`src/rtl/prng_sat_counter.sv`:
```
// Saturating up-counter with synchronous clear; clear has priority over increment.
module prng_sat_counter #(
  parameter int WIDTH = 16
) (
  input  logic             CLK,
  input  logic             BTN_N,
  input  logic             inc,
  input  logic             clr,
  output logic [WIDTH-1:0] q
);

  always_ff @(posedge CLK or negedge BTN_N) begin
    if (!BTN_N) begin
      q <= '0;
    end else if (clr) begin
      // NOTE: clear is tested first so a coincident increment is dropped, leaving 0.
      q <= '0;
    end else if (inc && (q != '1)) begin
      q <= q + 1'b1;
    end
  end

endmodule

```
`config.mk`:
```
export PLATFORM = sky130hd
export DESIGN_NAME = prng_sat_counter
export DESIGN_NICKNAME = d
export VERILOG_FILES = /design/src/rtl/prng_sat_counter.sv
export SDC_FILE = /design/constraint.sdc
export NUM_CORES = 1
export LEC_CHECK = 0
export BUFFER_PORTS_ARGS = -buffer_cell sky130_fd_sc_hd__buf_2
export CORE_MARGIN = 5
export CORE_UTILIZATION = 32
export DETAILED_ROUTE_END_ITERATION = 16
export PLACE_DENSITY = 0.6
export SYNTH_ARGS = -nofsm -noshare
export SYNTH_HDL_FRONTEND = slang
export SYNTH_SLANG_ARGS = --single-unit
export TNS_END_PERCENT = 100
```
`constraint.sdc`:
```
create_clock -name CLK -period 2.3 [get_ports CLK]
set_clock_uncertainty 0.15 [all_clocks]
set_input_delay 0.115 -clock CLK [delete_from_list [all_inputs] [get_ports CLK]]
set_output_delay 0.115 -clock CLK [all_outputs]
set_load 0.05 [all_outputs]
```
==> After elaboration in Yosys (flattened, before gate mapping) <==
Cells that the tools add are included.
{ "word_totals": {"latchBits": 0, "wordCells": 7, "input_bits": 4, "mem_bits_rw": 0, "reg_bits": 16, "rom_bits": 0, "memories": 0} }
{ "classes": {"n_mul": 0, "addsub": 1, "n_bitwise": 0, "shift": 0, "n_reduce_logical": 2, "magnitude_cmp": 0, "n_div": 0, "muxes": 2, "n_eq_ne": 1} }
{ "ops": {"columns": ["cell", "count"], "rows": [
  ["16-bit two-way mux", 2],
  ["16-bit by 1-bit adder with 16-bit output (second input constant)", 1],
  ["16-bit != test (second input constant)", 1],
  ["2-bit nonzero test", 1],
  ["1-bit logical AND", 1]
]} }

==> Longest topological paths before layout <==
{ "depth": {"depth_word": 4, "mapped_depth": 6, "mapped_depth_nobuf": 5} }

==> Worst setup path before layout <==
No wires, ideal clock.
{ "synth_timing": {"path_kind": "register -> register", "from": "register q[0]", "to": "register q[15]", "path_slack_ps": 34, "setup_time_ps": 128, "stages_incl_launch_ff": 6, "required_ps": 2022, "arrival_time_ps": 1988, "path_cell_list": "dfrtp_1 ha_1 nand4_2 nor4_4 nor4_1 mux2_1"} }
{ "synth_between": {"elab_chain_len": 3} }
{ "synth_rtl": {"columns": ["item", "line", "source"], "rows": [
  ["start: declaration", "9", "output logic [WIDTH-1:0] q"],
  ["start signal: assignment", "19", "q <= q + 1'b1;"],
  ["16-bit by 1-bit adder with 16-bit output or 16-bit != test (tied branches)", "19, 18", null],
  ["16-bit two-way mux or 1-bit logical AND (tied branches)", "18", "end else if (inc && (q != '1)) begin"],
  ["16-bit two-way mux or 2-bit nonzero test (tied branches)", null, null]
]} }
Parallel ways exist; a longest one is shown, timed or not. The select of a mux whose other input is x is not followed.
A chain may end at the register's enable or synchronous reset.

==> Worst setup path in the final report <==
{ "layout_timing": {"from": "register q[0]", "to": "register q[13]"} }
Same word-level chain as after synthesis.

==> results.toml <==
[pwr]
leakage_nw = 0.499
swShare_pct = 26.5
vdd_drop_max_mv = 0.249
power_frac_comb_pct = 8.7
p_switching_mw = 0.128
cellPowerDensity_nw_per_um2 = 439
p_seq_share_pct = 59.4
p_int_mw = 0.355
p_clk_share_pct = 31.9

[clock_network]
cts_buffer_depth = 2
clkLatencyLatePin_ps = 290
clk_pin_slew_worst_paths_ps = 90
cts_max_level = 1
cts_buffers = 3
cts_root_buf = "clkbuf_4"
postCtsHoldBufs = 2
cts_resized = 0
clock_sinks = 16
post_cts_buffers = 0
cts_tree = "done"

[worst_setup_path]
worstSetupPathType = "flip-flop to flip-flop"
crit_path_start_kind = "flip-flop"
required_ps = 2330
critPathArrivalTime_ps = 2130
cp_max_fo = 10
end_kind = "flip-flop"

[timing]
max_slew_margin_pct = 60.5
setup_ws_ps = 206
drv_slew = 0
setup_viol = 0
hold_slack_ps = 85.6
post-route-period-util_pct = 91.0
fmax_mhz = 478
hold_violations = 0
rsz0062_at_grt = "false"
worstMarginPinSlew_ps = 592
fin_setup_tns_ps = 0
min_period_ps = 2090

[routing]
postRouteAntennaNets = 0
drt-total-wl_um = 2250
vias = 850
wl_per_cell_um = 15.1
drcViolationCount = 0
post_drt_via_cell_ratio = 5.70
drtIter0Drc = 30
drt_first_pass_iters = 3

[synthesis]
yosysTopAreaCell = "dfrtp_1"
synth_top_area_share_pct = 42.5
seq_area_frac_synth_pct = 42.5
netlist_area_um2 = 942
avgSynthCellArea_um2 = 9.61
yosysWarnings = 0
syn_nets = 103
synthTopCellsByArea = "dfrtp_1 (42%), a21oi_1 (5.8%), o31ai_1 (5.6%)"
post_synth_num_cell_types = 28
ys_seq_elements = 16
synth_cells = 98

[cells_and_area]
mostFrequentLayoutCells = "buf_2 (19), dfrtp_1 (16), a21oi_1 (11)"
num_antenna_cells = 0
final_layout_size_suffix_gt1_share_pct = 27.1
multiInputGateArea_um2 = 504
fillCellCount = 285
regMostFlops = "q"
biggestRegsByFlops = "q: 16 flops"
final_area_um2 = 1100
seq_area_um2 = 400
largest_reg_flops = 16
layout.cells.non_filler = 149
nNetsFinal = 125
final_common_cell = "buf_2"
area_delta_synth_final_pct = 16.7

[grt]
use_met2_pct = 17.2
grt_max_degree = 23
grt_overflow = 0
grt_pass1_wl_um = 3760
grtUsageTotal_pct = 11.3
met1_usage_pct = 14.8
busiest_layer = "met2"
antenna_found_initial = 0
first_global_vias = 769
met3_usage_pct = 4.38

[place]
placed_cells = 144
pre_cts_slack_ps = 229
dpl_cell_area_um2 = 1060
portBuffers = 19
place_congestion = 0.809
hpwl_um = 1610

[floorplan]
fp.dieH_um = 64.3
initial_core_util_pct = 33.9
rows = 19
die_width_um = 64.3
dieArea_um2 = 4130
io_pins = 20
core_area_um2 = 2780

[worst_hold_path]
min_path_type = "input pin to flip-flop"

[status]
status = "complete, no violations"

[run]
timing.max_cap.violations = 0
-- cells by family after synthesis --
| family | share of synthesized area, % |
|---|---|
| adders and majority gates | 1.33 |
| DFF | 42.5 |
| muxes | 4.78 |
| AOI/OAI and AO/OA | 16.2 |
| buffers and inverters | 3.98 |
| and+or+nand+nor | 31.2 |
-- worst paths after layout --
| kind | cells past startpoint | start | slack, ps | end |
|---|---|---|---|---|
| max in group asynchronous | 2 | BTN_N | 1620 | q[1] |
| hold / removal | 2 | clr | 90 | q[12] |
| setup / recovery | 5 | q[0] | 210 | q[13] |
| hold reg to reg | 2 | q[6] | 450 | q[6] |
| setup reg to reg | 5 | q[0] | 210 | q[13] |
| min in group asynchronous | 2 | BTN_N | 110 | q[12] |
-- cell usage after synthesis, drive strengths merged --
library cell	count
inv	3
a21oi	11
nor2	4
o211ai	1
and4	2
and3	2
mux2	4
clkbuf	4
nor4	5
nand2	6
nor3	1
o31ai	7
ha	1
nor2b	4
nand3b	1
nand4	7
or3	3
or4	7
buf	1
a211oi	1
nand3	3
dfrtp	16
o21ai	4
-- critical path, cell delays in order (launching register included) --
cell	delay, ps
dfrtp_1	430
ha_1	250
nand4_2	140
nor4_4	550
nor4_1	140
mux2_1	340
-- power groups by stage --
| stage | Sequential, mW | Clock, mW | Combinational (mW) |
|---|---|---|---|
| 2_1_floorplan | 0.301 | 0 | 0.0159 |
| 3_3_place_gp | 0.292 | 0 | 0.0393 |
| 3_5_place_dp | 0.293 | 0 | 0.0403 |
| 4_1_cts | 0.287 | 0.162 | 0.0427 |
| 5_1_grt | 0.288 | 0.177 | 0.0464 |
| 6_report | 0.287 | 0.154 | 0.0422 |
-- final cells by class --
| class | count | area share [%] |
|---|---|---|
| Tap cell | 31 | 3.53 |
| Clock buffer | 3 | 2.05 |
| Multi-Input combinational cell | 74 | 45.8 |
| Inverter | 3 | 1.02 |
| Sequential cell | 16 | 36.4 |
| Timing Repair Buffer | 22 | 11.1 |
-- metal layers --
metal  vias to the layer above  share of wire [%]
met1                       405                 48
met4                         0               0.76
met3                         4                6.1
met2                        19                 45
li1                        422                  -
met5                         -                  0
-- stage by stage --
stage	util, %	total power [mW]
after floorplan	-	0.317
after global placement	38.0	0.332
after detailed placement	38.0	0.333
after CTS	39.5	0.492
after global routing	39.5	0.511
final	39.5	0.483
Note: power is estimated with default switching activity, not from simulation.
